`config.mk`:
```
export PLATFORM = sky130hd
export DESIGN_NAME = load_store_unit
export DESIGN_NICKNAME = d
export VERILOG_FILES = /design/src/rtl/load_store_unit.sv
export SDC_FILE = /design/constraint.sdc
export NUM_CORES = 1
export LEC_CHECK = 0
export CAP_MARGIN = 20
export CORE_MARGIN = 5
export CORE_UTILIZATION = 49
export DETAILED_ROUTE_END_ITERATION = 16
export PLACE_DENSITY = 0.79
export SYNTH_ARGS = -nofsm -noshare
export SYNTH_HDL_FRONTEND = slang
export SYNTH_SLANG_ARGS = --single-unit
export TNS_END_PERCENT = 50
```
`constraint.sdc`:
```
create_clock -name clk -period 13.05 [get_ports clk]
set_clock_uncertainty 0.2 [all_clocks]
set_input_delay 1.9575 -clock clk [delete_from_list [all_inputs] [get_ports clk]]
set_output_delay 1.9575 -clock clk [all_outputs]
set_load 0.01 [all_outputs]
```
`src/rtl/load_store_unit.sv`:
```
// load_store_unit: one-at-a-time load/store initiator with byte-lane masking and load extension.
// Define LSU_MISALIGN_SPLIT_EN to allow misaligned accesses (word-crossing ones split in two).
module load_store_unit #(
    parameter int WIDTH = 32
) (
    input  logic             clk,
    input  logic             rst,
    input  logic             req_valid,
    output logic             req_ready,
    input  logic             req_store,
    input  logic [2:0]       req_funct3,
    input  logic [WIDTH-1:0] req_addr,
    input  logic [WIDTH-1:0] req_wdata,
    output logic             resp_valid,
    output logic [WIDTH-1:0] resp_rdata,
    output logic             resp_err,
    output logic             mem_req,
    output logic             mem_we,
    output logic [WIDTH-1:0] mem_addr,
    output logic [3:0]       mem_wmask,
    output logic [WIDTH-1:0] mem_wdata,
    input  logic             mem_ack,
    input  logic [WIDTH-1:0] mem_rdata
);
    typedef enum logic [1:0] {IDLE, ACC0, ACC1, RESP} state_t;
    state_t state;
    logic store_q, split_q;
    logic [2:0] funct3_q;
    logic [1:0] off_q;
    logic [3:0] hi_mask_q;
    logic [WIDTH-1:0] hi_wdata_q, asm_q, raw, ext;
    logic [1:0] off;
    logic [2:0] sz;
    logic [3:0] base;
    logic [7:0] lanes;
    logic [2*WIDTH-1:0] shifted;
    logic bad, misalign, split;
    assign req_ready = state == IDLE && !rst;
    always_comb begin
        off = req_addr[1:0];
        sz = req_funct3[1:0] == 2'b00 ? 3'd1 : req_funct3[1:0] == 2'b01 ? 3'd2 : 3'd4;
        base = req_funct3[1:0] == 2'b00 ? 4'b0001 : req_funct3[1:0] == 2'b01 ? 4'b0011 : 4'b1111;
        // upper nibble/word feed the second access of a word-crossing store
        lanes = {4'b0000, base} << off;
        shifted = {{WIDTH{1'b0}}, req_wdata} << {off, 3'b000};
        bad = (&req_funct3[1:0]) | (req_store ? req_funct3[2] : req_funct3 == 3'b110);
`ifdef LSU_MISALIGN_SPLIT_EN
        split = {1'b0, off} + sz > 3'd4;
        misalign = 1'b0;
`else
        split = 1'b0;
        misalign = (sz == 3'd2 && off[0]) || (sz == 3'd4 && off != 2'b00);
`endif
        raw = state == ACC1 ? asm_q | (mem_rdata << {3'd4 - {1'b0, off_q}, 3'b000})
                            : mem_rdata >> {off_q, 3'b000};
        ext = store_q ? '0 :
              funct3_q == 3'b000 ? {{24{raw[7]}}, raw[7:0]} :
              funct3_q == 3'b001 ? {{16{raw[15]}}, raw[15:0]} :
              funct3_q == 3'b100 ? {24'b0, raw[7:0]} :
              funct3_q == 3'b101 ? {16'b0, raw[15:0]} : raw;
    end
    always_ff @(posedge clk or posedge rst) begin
        if (rst) begin
            state <= IDLE;
            store_q <= 1'b0;
            split_q <= 1'b0;
            funct3_q <= 3'b000;
            off_q <= 2'b00;
            hi_mask_q <= 4'b0000;
            hi_wdata_q <= '0;
            asm_q <= '0;
            mem_req <= 1'b0;
            mem_we <= 1'b0;
            mem_addr <= '0;
            mem_wmask <= 4'b0000;
            mem_wdata <= '0;
            resp_valid <= 1'b0;
            resp_rdata <= '0;
            resp_err <= 1'b0;
        end else begin
            resp_valid <= 1'b0;
            case (state)
                IDLE: if (req_valid) begin
                    store_q <= req_store;
                    funct3_q <= req_funct3;
                    off_q <= off;
                    split_q <= split;
                    hi_mask_q <= req_store ? lanes[7:4] : 4'b0000;
                    hi_wdata_q <= shifted[2*WIDTH-1:WIDTH];
                    if (bad || misalign) begin
                        state <= RESP;
                        resp_valid <= 1'b1;
                        resp_err <= 1'b1;
                        resp_rdata <= '0;
                    end else begin
                        state <= ACC0;
                        mem_req <= 1'b1;
                        mem_we <= req_store;
                        mem_addr <= {req_addr[WIDTH-1:2], 2'b00};
                        mem_wmask <= req_store ? lanes[3:0] : 4'b0000;
                        mem_wdata <= shifted[WIDTH-1:0];
                    end
                end
                ACC0, ACC1: if (mem_ack) begin
                    asm_q <= raw;
                    if (state == ACC0 && split_q) begin
                        state <= ACC1;
                        mem_addr <= mem_addr + WIDTH'(4);
                        mem_wmask <= hi_mask_q;
                        mem_wdata <= hi_wdata_q;
                    end else begin
                        state <= RESP;
                        mem_req <= 1'b0;
                        mem_we <= 1'b0;
                        mem_wmask <= 4'b0000;
                        resp_valid <= 1'b1;
                        resp_err <= 1'b0;
                        resp_rdata <= ext;
                    end
                end
                default: state <= IDLE;
            endcase
        end
    end
endmodule

```
==> results.tsv <==
stage	metric	value	unit
status	status	complete, no violations	
global_routing	pin count of the biggest net entering global routing	97	
synth	leading area contributor after synthesis	dfrtp_1	
sta	Final Critical Period	5260	ps
sta	Final Hold Viols	0	
global_routing	global-route wire length before repair	36500	microns
sta	Max Slew Vio Count	0	
worst_setup_path	WP data arrival	3100	ps
sta	worst slew pin tran	1060	ps
global_routing	antenna violations before repair	0	
sta	Slew headroom	29.0	%
sta	Final TNS setup	0	ps
worst_setup_path	crit end category	primary output	
placement	Post-DP Area	9750	sq um
run	max_cap viols	0	
clock_network	Worst-path clk slew	60	ps
final_layout	most frequent cells in the layout	206 x clkdlybuf4s50_1, 141 x dfrtp_1, 73 x mux2_2	
sta	Setup violations, final	0	
clock_network	worst skew pair latency	420	ps
floorplan	Initial Utilization	50.0	%
route	wire per inst	20.7	microns
synth	synth top area cells	dfrtp_1 47%, mux2_2 11%, mux2i_1 8.4%	
worst_setup_path	Crit Path Class	input port to primary output	
synth	share of the yosys chip area belonging to registers	46.6	%
route	vias	6613	
final_layout	Layout Area Growth over Synthesis	36.3	%
worst_setup_path	crit path max-delay cell type	clkdlybuf4s50_1	
pwr	leak pwr	4.46	nW
clock_network	CTS Buf Count	17	
floorplan	Die Wd	135	microns
synth	Synth cell types	52	
pwr	Power, Total	2.66	mW
floorplan	I/O Pins	209	
final_layout	most common cell after layout, fill and taps aside	clkdlybuf4s50_1	
clock_network	CTS tree	built	
final_layout	Final Net Count	994	
route	Pre-antenna DRT Iters	5	
synth	post-synthesis async set-or-reset flop share	100	%
synth	Post-Syn Area per Cell	10.9	sq um
final_layout	layout cells sized above 1	14.8	%
global_routing	grt total ovfl	0	
sta	maximum achievable frequency	190	MHz
floorplan	Core Box Area	15300	sq um
route	DRT antenna net count	0	
placement	PortBufs	206	
clock_network	Post-CTS Setup Bufs	0	
sta	RSZ-0062 raised after global routing	no	
synth	Synth Register Bits	142	
route	Routed WL	23000	microns
final_layout	Fillers	1163	
pwr	VDD IR-drop max	0.129	mV
floorplan	Site Rows	45	
final_layout	Antenna diodes	0	
worst_setup_path	Critical path buffers and inverters	2	
synth	synth warn	0	
floorplan	Die H	135	microns
worst_setup_path	Critical Path Max Stage Delay	540	ps
floorplan	die area	18200	sq um
placement	gpl congestion	0.924	
worst_setup_path	cell family with most CP delay	buffers and inverters	
synth	main flop type after synthesis	dfrtp_1	
route	vias per cell	5.96	
clock_network	cts repair resizes	0	
synth	Post-synth EDFFs	0	
clock_network	clk root buf	clkbuf_16	
worst_setup_path	crit-path cells	clkdlybuf4s50_1 -> nor2_1 -> clkdlybuf4s50_1	
worst_hold_path	hold crit path type	flop to flop	
global_routing	vias in the first global route	6939	
worst_setup_path	Crit path top cell by count	clkdlybuf4s50_1	
clock_network	clk buf depth	2	
route	DRC violation count after routing	0	
clock_network	Max H-tree Level	4	
worst_setup_path	Setup crit start kind	input port	
route	initial DRC count	452	
pwr	Pwr Density	256	nW/um^2
synth	Syn Inst Count	703	
clock_network	Hold Buf Count CTS	0	
final_layout	post-layout instance area	10400	sq um
worst_setup_path	crit-path max FO	2	
global_routing	GRT Util Overall	25.5	%
sta	Tcrit/Tclk final	40.3	%
sta	hold slack	279	ps
placement	DP Wirelength	16600	microns
synth	share of Yosys cell area claimed by the top area cell type	46.6	%
clock_network	Sink Count	142	
worst_setup_path	Worst EP required	10890	ps
synth	Cell Area, Synth	7630	sq um
final timing paths:
check                                              to                 start  cells after the start  slack (ps)
hold reg to reg                    mem_we$_DFFE_PP0P_    mem_we$_DFFE_PP0P_                      1         280
max in group asynchronous        asm_q[7]$_DFFE_PP0P_                   rst                      3        9560
hold / removal                     mem_we$_DFFE_PP0P_    mem_we$_DFFE_PP0P_                      1         280
min in group asynchronous        resp_err$_DFFE_PP0P_                   rst                      2        1940
setup reg to reg           resp_rdata[25]$_DFFE_PP0P_  off_q[1]$_DFFE_PP0P_                      7        9620
setup / recovery                            req_ready                   rst                      3        7790
where the power goes:
group          internal [mW]  total (mW)  switching, mW
registers              0.642       0.763          0.121
clock network          0.310       0.515          0.205
logic                  0.680        1.38          0.701
total                   1.63        2.66           1.03
final cells by class:
type                       instances  area (sq um)  area share, %
clock buffer                      18           439           4.22
clock inverter                    14           183           1.76
multi-input combinational        474          3680           35.4
inverter                          33           129           1.24
tap                              211           264           2.54
sequential                       142          3550           34.2
timing repair buffer             218          2150           20.7
registers in the layout, summed over array words and instances, names as in the netlist, 2 cells and up:
signal and flops:
asm_q 32, mem_wdata 32, resp_rdata 32, mem_addr 30, mem_wmask 4, funct3_q 3, off_q 2, state 2
per-stage QoR:
step / worst slack (ps) / instances / util (%)
floorplan: 7080 / 704 / -
global placement: 7780 / 1074 / 63.9
detailed placement: 7780 / 1074 / 63.9
CTS: 7780 / 1106 / 68.0
global route: 7760 / 1110 / 68.2
finish: 7790 / 1110 / 68.2
cell usage after synthesis, drive strengths merged (6+ instances only):
library cell and instances:
o311ai 16, o211a 6, nand3 9, nor3 12, nor2b 13, a211oi 17, clkbuf 28, nor2 17
mux2i 64, a21oi 38, a21o 10, mux2 84, a221oi 8, nand2 39, o22ai 9, inv 33
o32ai 6, o221ai 9, o21ai 55, a22o 25, dfrtp 142, buf 27
routing by layer:
layer	vias up	routed length, microns	track usage, %
li1	2986	-	-
met1	3279	8970	31.0
met2	303	11100	41.2
met3	45	2240	9.61
met4	0	643	9.95
met5	-	0	0
logic make-up after synthesis:
group / Yosys count / synth area share [%]
adders and majority gates: 4 / 0.656
and+or+nand+nor: 108 / 7.13
other: 1 / 0.0491
DFF: 142 / 46.6
buffers and inverters: 88 / 5.34
muxes: 149 / 21.1
AOI/OAI and AO/OA: 211 / 19.2
Power figures use the tool's default switching activity.
